`src/rtl/nibble_serial_adder.sv`:
```
// nibble_serial_adder: adds two 4*NIBBLES-bit operands one nibble per clock
// through a single 4-bit carry-lookahead slice. The inter-nibble carry is
// registered. A START/BUSY/DONE handshake launches an add and reports its result.
module nibble_serial_adder #(
    parameter int unsigned NIBBLES = 4
) (
    input  logic                   CLK,
    input  logic                   RESET,
    input  logic                   START,
    input  logic [4*NIBBLES-1:0]   A,
    input  logic [4*NIBBLES-1:0]   B,
    input  logic                   CIN,
    output logic                   BUSY,
    output logic                   DONE,
    output logic [4*NIBBLES-1:0]   SUM,
    output logic                   COUT
);

    localparam int unsigned W    = 4 * NIBBLES;
    localparam int unsigned IdxW = (NIBBLES > 1) ? $clog2(NIBBLES) : 1;
    localparam logic [IdxW-1:0] IdxLast = IdxW'(NIBBLES - 1);

    typedef enum logic [1:0] {
        StIdle = 2'd0,
        StRun  = 2'd1,
        StFin  = 2'd2
    } state_e;

    state_e            state_q, state_d;
    logic [W-1:0]      op_a_q, op_a_d;
    logic [W-1:0]      op_b_q, op_b_d;
    logic              carry_q, carry_d;
    logic [IdxW-1:0]   idx_q, idx_d;
    logic [W-1:0]      sum_q, sum_d;
    logic              cout_q, cout_d;

    // Nibble bit offset (idx * 4)
    logic [IdxW+1:0]   nib_base;
    logic [3:0]        cla_a, cla_b, cla_sum;
    logic [3:0]        cla_g, cla_p;
    logic [4:0]        cla_c;

    assign nib_base = {idx_q, 2'b00};
    assign cla_a    = op_a_q[nib_base +: 4];
    assign cla_b    = op_b_q[nib_base +: 4];

    // 4-bit carry-lookahead slice: all carries computed in parallel from g/p
    always_comb begin
        cla_g    = cla_a & cla_b;
        cla_p    = cla_a ^ cla_b;
        cla_c[0] = carry_q;
        cla_c[1] = cla_g[0] | (cla_p[0] & cla_c[0]);
        cla_c[2] = cla_g[1] | (cla_p[1] & cla_g[0]) | (cla_p[1] & cla_p[0] & cla_c[0]);
        cla_c[3] = cla_g[2] | (cla_p[2] & cla_g[1]) | (cla_p[2] & cla_p[1] & cla_g[0])
                 | (cla_p[2] & cla_p[1] & cla_p[0] & cla_c[0]);
        cla_c[4] = cla_g[3] | (cla_p[3] & cla_g[2]) | (cla_p[3] & cla_p[2] & cla_g[1])
                 | (cla_p[3] & cla_p[2] & cla_p[1] & cla_g[0])
                 | (cla_p[3] & cla_p[2] & cla_p[1] & cla_p[0] & cla_c[0]);
        cla_sum  = cla_p ^ cla_c[3:0];
    end

    // Next-state: operand capture, nibble sequencing and result collection
    always_comb begin
        state_d = state_q;
        op_a_d  = op_a_q;
        op_b_d  = op_b_q;
        carry_d = carry_q;
        idx_d   = idx_q;
        sum_d   = sum_q;
        cout_d  = cout_q;
        unique case (state_q)
            StIdle: begin
                if (START) begin
                    op_a_d  = A;
                    op_b_d  = B;
                    carry_d = CIN;
                    idx_d   = '0;
                    sum_d   = '0;
                    cout_d  = 1'b0;
                    state_d = StRun;
                end
            end
            StRun: begin
                sum_d[nib_base +: 4] = cla_sum;
                carry_d              = cla_c[4];
                if (idx_q == IdxLast) begin
                    cout_d  = cla_c[4];
                    state_d = StFin;
                end else begin
                    idx_d = idx_q + 1'b1;
                end
            end
            StFin: begin
                state_d = StIdle;
            end
            default: begin
                state_d = StIdle;
            end
        endcase
    end

    // State and datapath registers; reset clears result and aborts any add
    always_ff @(posedge CLK) begin
        if (RESET) begin
            state_q <= StIdle;
            op_a_q  <= '0;
            op_b_q  <= '0;
            carry_q <= 1'b0;
            idx_q   <= '0;
            sum_q   <= '0;
            cout_q  <= 1'b0;
        end else begin
            state_q <= state_d;
            op_a_q  <= op_a_d;
            op_b_q  <= op_b_d;
            carry_q <= carry_d;
            idx_q   <= idx_d;
            sum_q   <= sum_d;
            cout_q  <= cout_d;
        end
    end

    assign BUSY = (state_q == StRun);
    assign DONE = (state_q == StFin);
    assign SUM  = sum_q;
    assign COUT = cout_q;

endmodule

```
`config.mk`:
```
export PLATFORM = sky130hd
export DESIGN_NAME = nibble_serial_adder
export DESIGN_NICKNAME = d
export VERILOG_FILES = /design/src/rtl/nibble_serial_adder.sv
export SDC_FILE = /design/constraint.sdc
export NUM_CORES = 1
export LEC_CHECK = 0
export ABC_AREA = 1
export CAP_MARGIN = 40
export CORE_MARGIN = 4
export CORE_UTILIZATION = 50
export DETAILED_ROUTE_END_ITERATION = 8
export GPL_TIMING_DRIVEN = 0
export PLACE_DENSITY = 0.8
export SLEW_MARGIN = 10
export SYNTH_ARGS = -nofsm -noshare
export SYNTH_HDL_FRONTEND = slang
export SYNTH_SLANG_ARGS = --single-unit
export TNS_END_PERCENT = 30
```
`constraint.sdc`:
```
create_clock -name CLK -period 3.9 [get_ports CLK]
set_clock_uncertainty 0.15 [all_clocks]
set_input_delay 0.78 -clock CLK [delete_from_list [all_inputs] [get_ports CLK]]
set_output_delay 0.78 -clock CLK [all_outputs]
set_load 0.02 [all_outputs]
```
==> results of run 1 <==
## flip-flops by register name (all words and copies together), names as in the netlist
register,count
SUM,16
carry_q,1
COUT,1
state_q,2
op_a_q,16
idx_q,2
op_b_q,16
## area by class of cell
type,instances,area (um^2)
sequential,54,1080
inverter,19,71.3
multi-input combinational,242,1190
clock buffer,5,68.8
buffer,17,80.1
tap,67,83.8
clock inverter,2,10.0
fill,440,1590
timing repair buffer,54,541
## per-layer routing
metal | track usage, % | vias to the layer above | share of wire (%)
met5 | 0 | - | 0
met4 | 7.47 | 0 | 1.3
met3 | 3.94 | 9 | 6.1
met2 | 34.8 | 89 | 48
met1 | 22.9 | 1080 | 44
li1 | - | 1211 | -
## logic make-up (layout without fill, tap and decap cells)
kind of cell,count (synthesis),in the layout
AND/OR/NAND/NOR,148,148
AO/OA/AOI/OAI,82,82
buffers and inverters,36,97
flip-flops,54,54
XOR/XNOR,2,2
adder cells (fa/ha/maj),10,10
## tightest hold or removal path: stages, from the launching register on
cell and delay, ns:
dfxtp_1 0.32, nand2_1 0.06, a21oi_1 0.05
## path summary, 6_finish.rpt
kind	start	to	slack [ns]	cells after the start
max	idx_q[0]$_SDFFE_PP0P_	SUM[14]$_SDFFE_PP0P_	0.99	10
min reg2reg	SUM[2]$_SDFFE_PP0P_	SUM[2]$_SDFFE_PP0P_	0.31	2
max reg2reg	idx_q[0]$_SDFFE_PP0P_	SUM[14]$_SDFFE_PP0P_	0.99	10
min	SUM[2]$_SDFFE_PP0P_	SUM[2]$_SDFFE_PP0P_	0.31	2
## placed cells by master, fill, tap and decap left out, types with 2 or more instances in the layout
cell type | netlist | layout
nor2_1 | 91 | 91
dfxtp_1 | 54 | 54
clkdlybuf4s50_1 | 0 | 54
o21ai_0 | 49 | 49
nand2_1 | 37 | 37
a21oi_1 | 18 | 18
inv_1 | 12 | 12
clkbuf_1 | 9 | 9
nand3_1 | 9 | 9
ha_1 | 9 | 9
o22ai_1 | 8 | 8
buf_2 | 7 | 7
inv_2 | 6 | 6
clkbuf_8 | 0 | 5
nand4_1 | 4 | 4
o21ai_1 | 3 | 3
xor2_1 | 2 | 2
a22oi_1 | 2 | 2
nor3_2 | 2 | 2
clkinv_2 | 0 | 2
## power by group through the flow
stage	Clock, W	Sequential (W)	Combinational (W)
final	0.000293	0.000609	0.000269
after global routing	0.000319	0.000612	0.000298
after CTS	0.000300	0.000608	0.000267
after detailed placement	0	0.000621	0.000265
after global placement	0	0.000620	0.000258
after floorplan	0	0.000619	0.000167
## per-stage QoR
| step | hold slack (ns) | util [%] | setup WS (ns) | cell area [um^2] | total power [W] |
|---|---|---|---|---|---|
| 3_5_place_dp | 0.303 | 64.6 | 1.05 | 3050 | 0.000886 |
| 5_1_grt | 0.338 | 66.3 | 0.776 | 3130 | 0.00123 |
| 4_1_cts | 0.317 | 66.3 | 1.02 | 3130 | 0.00117 |
| 2_1_floorplan | 0.320 | - | 1.61 | 2430 | 0.000786 |
| 6_report | 0.315 | 66.3 | 0.990 | 3130 | 0.00117 |
| 3_3_place_gp | 0.297 | 64.6 | 1.07 | 3050 | 0.000878 |
==> out/results.txt, run 1 <==
Setup violation total in the final timing report -> 0
Xor-xnor portion of the synthesized cell area -> 0.722%
Tmin final -> 2.91 ns
Worst-path clk slew -> 0.09 ns
CP Max Fanout -> 10
Status -> finished, final reports clean
Simple-Gate Fraction of Synth Area -> 25.3%
CP endpoint kind -> flip-flop
Synthesized area -> 2430 um^2
Max VDD drop -> 235 uV
Top post-synthesis cells by count -> nor2_1, dfxtp_1, o21ai_0
Die Area -> 6030 um^2
Fin. max-slew vios -> 0
Top_reg_cell synth -> dfxtp_1
All-Layer GR Usage -> 19.6%
Mean Syn Cell Area -> 7.31 um^2
First-pass GRT wire length -> 9500 um
Detail-routed net length per standard cell -> 13.0 um
Hold_buf cts -> 0
#FFs+latches synth -> 54
Share of the synthesized area in the top cell type -> 44.6%
Synth async-reset ratio -> 0%
Post-synth EDFFs -> 0
Slowest cell on the critical path -> dfxtp_1
# IOs -> 55
RSZ-0062 raised after global routing -> false
CP required -> 3.98 ns
Mux contribution to synthesized area -> 0%
Dpl hpwl -> 4470 um
Via count -> 2389
Sequential share of the synthesized area -> 44.6%
Remaining DRCs -> 0
Antenna cells -> 0
Detail Route Antenna Nets -> 0
Initial Util -> 51.4%
Pleak -> 1.27 nW
Tightest Hold Check Type -> flip-flop to flip-flop
Max cap viols -> 0
Clock sinks -> 54
Top cells by area, synth -> dfxtp_1, nor2_1, o21ai_0, nand2_1, ha_1
Number of hold violations in the final report -> 0
YS warnings -> 0
Setup TNS -> 0 ns
Synth Instances -> 332
Root buffer cell -> clkbuf_8
Synthesized net count -> 378
CP max stage delay -> 0.47 ns
Crit-path cells -> clkbuf_1 > buf_2 > nor2_1 > o22ai_1 > ha_1 > nand3_1 > nand2_1 > xor2_1 > nand4_1 > a21oi_1
DRT Pass-1 Iters -> 4
Longest Clk Path Bufs -> 2
Initial antenna violation count -> 0
DR iter-0 viols -> 129
# resized after CTS -> 0
Cell variety after synth -> 27
Worst-margin pin slew -> 0.514 ns
Pwr Density -> 374 nW/um^2
Net Sw Power -> 0.000354 W
Synth Area in Adders -> 5.47%
# nets final -> 439
CP bufs+invs -> 2
Final Instance Count excl. Fillers -> 460
CP delay by family, top -> buffers and inverters
Compound-Gate Fraction of Synth Area -> 17.7%
Largest net degree at the start of global routing -> 16
Slew headroom -> 65.7%
Vias in the first global route -> 2193
Final period util -> 74.6%
Fmax achieved -> 344 MHz
Post-Route WL -> 5990 um
Cells after DPL -> 453
Vias per cell -> 5.19
H-tree Lvls -> 2
TritonCTS buffer count -> 5
Die Height -> 77.7 um
Skew-Pair Late Insertion Delay -> 0.30 ns
Area Growth Syn to Fin -> 29.0%
GR Overflow Total -> 0
Crit Path Category -> flip-flop to flip-flop
Combinational power share -> 23.0%
Sw Ratio -> 30.2%
Gpl congestion -> 0.850
# rows -> 25
Most common cell in the netlist -> nor2_1
Main combinational cell family by area after synthesis -> simple AND/OR/NAND/NOR gates
Post-CTS Setup Repair Bufs -> 0
Core area -> 4720 um^2
Worst Setup Start Kind -> flip-flop
Port bufs -> 54
Layout cell share with drive strength beyond 1 -> 6.87%
Pint -> 0.000818 W
CTS tree -> done
Die W -> 77.7 um
Flop pwr share -> 52.0%
Synth area leader -> dfxtp_1
Worst Path Arrival -> 2.99 ns
Part of the power in the clock network -> 25.0%
No activity file was read; power rests on OpenSTA's default activity.
==> run 2, diff against run 1 <==
CORE_UTILIZATION = 45   (was 50)
PLACE_DENSITY = 0.76   (was 0.8)
clock period = 2.65 ns   (was 3.9 ns; I/O delays follow)
==> run 2 against run 1 <==
Effect of this change:
- highest routed layer unchanged
- register-to-register slack worse by 0.80 ns
- worst setup slack got worse by 0.80 ns
- sequential power rose by 47%
- cell count is 1.7% higher
- global-route usage fell by 0.28 points
- non-clock buffer count grew 4
- die area is 9.9% higher
- critical path depth grew 1
- clock-buffer cell count up 1
- maximum frequency increased by 18%
- combinational power grew 58%
==> out/results.txt, run 2 (synthesis gave the netlist of run 1 again) <==
Status -> finished, final reports clean
# IOs -> 55
GR Overflow Total -> 0
Pleak -> 1.31 nW
Core area -> 5170 um^2
Via count -> 2368
Detail-routed net length per standard cell -> 12.9 um
Worst-margin pin slew -> 0.475 ns
# nets final -> 443
CP delay by family, top -> buffers and inverters
First-pass GRT wire length -> 9850 um
Area post-placement -> 3050 um^2
Vias per cell -> 5.06
Crit-path cells -> buf_4 > clkinvlp_4 > o21ai_0 > o22ai_1 > ha_1 > buf_4 > a21oi_1 > nand2_1 > xor2_2 > nand4_1 > a21oi_1
Flop pwr share -> 50.2%
Combinational power share -> 23.9%
Final period util -> 92.9%
Crit Path Category -> flip-flop to flip-flop
Hold_buf cts -> 0
Clock sinks -> 54
Worst Path Arrival -> 2.55 ns
Slowest cell on the critical path -> dfxtp_1
Fin. max-slew vios -> 0
Initial Util -> 46.9%
Worst Setup Start Kind -> flip-flop
Area Growth Syn to Fin -> 32.6%
Longest Clk Path Bufs -> 2
Vias in the first global route -> 2223
CTS tree -> done
Max cap viols -> 0
Die Area -> 6630 um^2
Remaining DRCs -> 0
Initial antenna violation count -> 0
Part of the power in the clock network -> 25.9%
Detail Route Antenna Nets -> 0
Dpl hpwl -> 4440 um
Setup violation total in the final timing report -> 0
Tmin final -> 2.46 ns
Fmax achieved -> 406 MHz
TritonCTS buffer count -> 5
All-Layer GR Usage -> 19.3%
Final core occ -> 62.2%
Die W -> 81.4 um
Cells after DPL -> 456
CP required -> 2.74 ns
Gpl congestion -> 0.881
Met1 Use GR -> 24.4%
Met2 Use GR -> 31.5%
Tightest Hold Check Type -> flip-flop to flip-flop
Final Instance Count excl. Fillers -> 468
CP endpoint kind -> flip-flop
DRT Pass-1 Iters -> 4
Sw Ratio -> 30.8%
Pwr Density -> 554 nW/um^2
Gr busiest metal -> met2
Max VDD drop -> 319 uV
Final Instance Area -> 3220 um^2
Skew-Pair Late Insertion Delay -> 0.32 ns
CP Max Fanout -> 10
H-tree Lvls -> 2
Met3 Use GR -> 4.06%
Filler cell count -> 481
Pint -> 0.00123 W
Post-Route WL -> 6020 um
Root buffer cell -> clkbuf_8
Port bufs -> 54
Antenna cells -> 0
Die Height -> 81.4 um
Most common cell after layout, fill and taps aside -> nor2_1
DR iter-0 viols -> 170
Min Hold Slack -> 0.313 ns
Net Sw Power -> 0.000548 W
Number of hold violations in the final report -> 0
Most frequent cells in the layout -> nor2_1, clkdlybuf4s50_1, dfxtp_1
Slew headroom -> 68.4%
# rows -> 26
Largest net degree at the start of global routing -> 17
CP max stage delay -> 0.38 ns
CP bufs+invs -> 3
Layout cell share with drive strength beyond 1 -> 10.6%
Setup TNS -> 0 ns
Worst-path clk slew -> 0.10 ns
## run 2: changes by cell type in the layout (fill, tap and decap cells not counted), moves of 2 or more
cell | before | now
buf_4 | 0 | 7
clkbuf_1 | 9 | 6
nor2_1 | 91 | 89
nor2_2 | 0 | 2
o22ai_1 | 8 | 6
o22ai_2 | 0 | 2
## run 2: final cells by class
| type | instances | area, um^2 | share of cell area, % |
|---|---|---|---|
| multi-input combinational | 242 | 1220 | 37.9 |
| sequential | 54 | 1080 | 33.7 |
| timing repair buffer | 58 | 571 | 17.7 |
| buffer | 17 | 95.1 | 2.95 |
| tap | 70 | 87.6 | 2.72 |
| inverter | 19 | 75.1 | 2.33 |
| clock buffer | 6 | 72.6 | 2.26 |
| clock inverter | 2 | 13.8 | 0.428 |
## run 2: power groups by stage
| stage | Clock (W) | Combinational [W] | Sequential [W] |
|---|---|---|---|
| 2_1_floorplan | 0 | 0.000246 | 0.000911 |
| 3_3_place_gp | 0 | 0.000382 | 0.000912 |
| 3_5_place_dp | 0 | 0.000389 | 0.000913 |
| 4_1_cts | 0.000463 | 0.000398 | 0.000895 |
| 5_1_grt | 0.000496 | 0.000477 | 0.000900 |
| 6_report | 0.000462 | 0.000426 | 0.000895 |
## run 2: path summary, 6_finish.rpt
| kind | cells past startpoint | slack, ns | endpoint | startpoint |
|---|---|---|---|---|
| max | 11 | 0.19 | SUM[14]$_SDFFE_PP0P_ | idx_q[1]$_SDFFE_PP0P_ |
| min | 2 | 0.31 | SUM[1]$_SDFFE_PP0P_ | SUM[1]$_SDFFE_PP0P_ |
| max reg2reg | 11 | 0.19 | SUM[14]$_SDFFE_PP0P_ | idx_q[1]$_SDFFE_PP0P_ |
| min reg2reg | 2 | 0.31 | SUM[1]$_SDFFE_PP0P_ | SUM[1]$_SDFFE_PP0P_ |
## run 2: timing repair
item / in CTS / in global routing
setup endpoints to repair: 14 / 9
setup buffers: 0 / 4
pin swaps: 0 / 2
gates resized for setup: 7 / 14
## run 2: metal layers
metal	routed length [um]	vias to the layer above
met5	0	-
met4	140	0
met3	481	14
met2	2740	83
met1	2660	1053
li1	-	1218
## run 2: worst register-to-register path, stage by stage, from the launching register on
cell and delay (ns):
dfxtp_1 0.38, buf_4 0.19, clkinvlp_4 0.19, o21ai_0 0.13, o22ai_1 0.10, ha_1 0.32, buf_4 0.16, a21oi_1 0.12
nand2_1 0.10, xor2_2 0.25, nand4_1 0.16, a21oi_1 0.15
## run 2: through the flow
stage	setup WS [ns]	total power, W
2_1_floorplan	0.363	0.00116
4_1_cts	0.0574	0.00176
6_report	0.188	0.00178
3_5_place_dp	-0.255	0.00130
5_1_grt	-0.00793	0.00187
3_3_place_gp	-0.197	0.00129
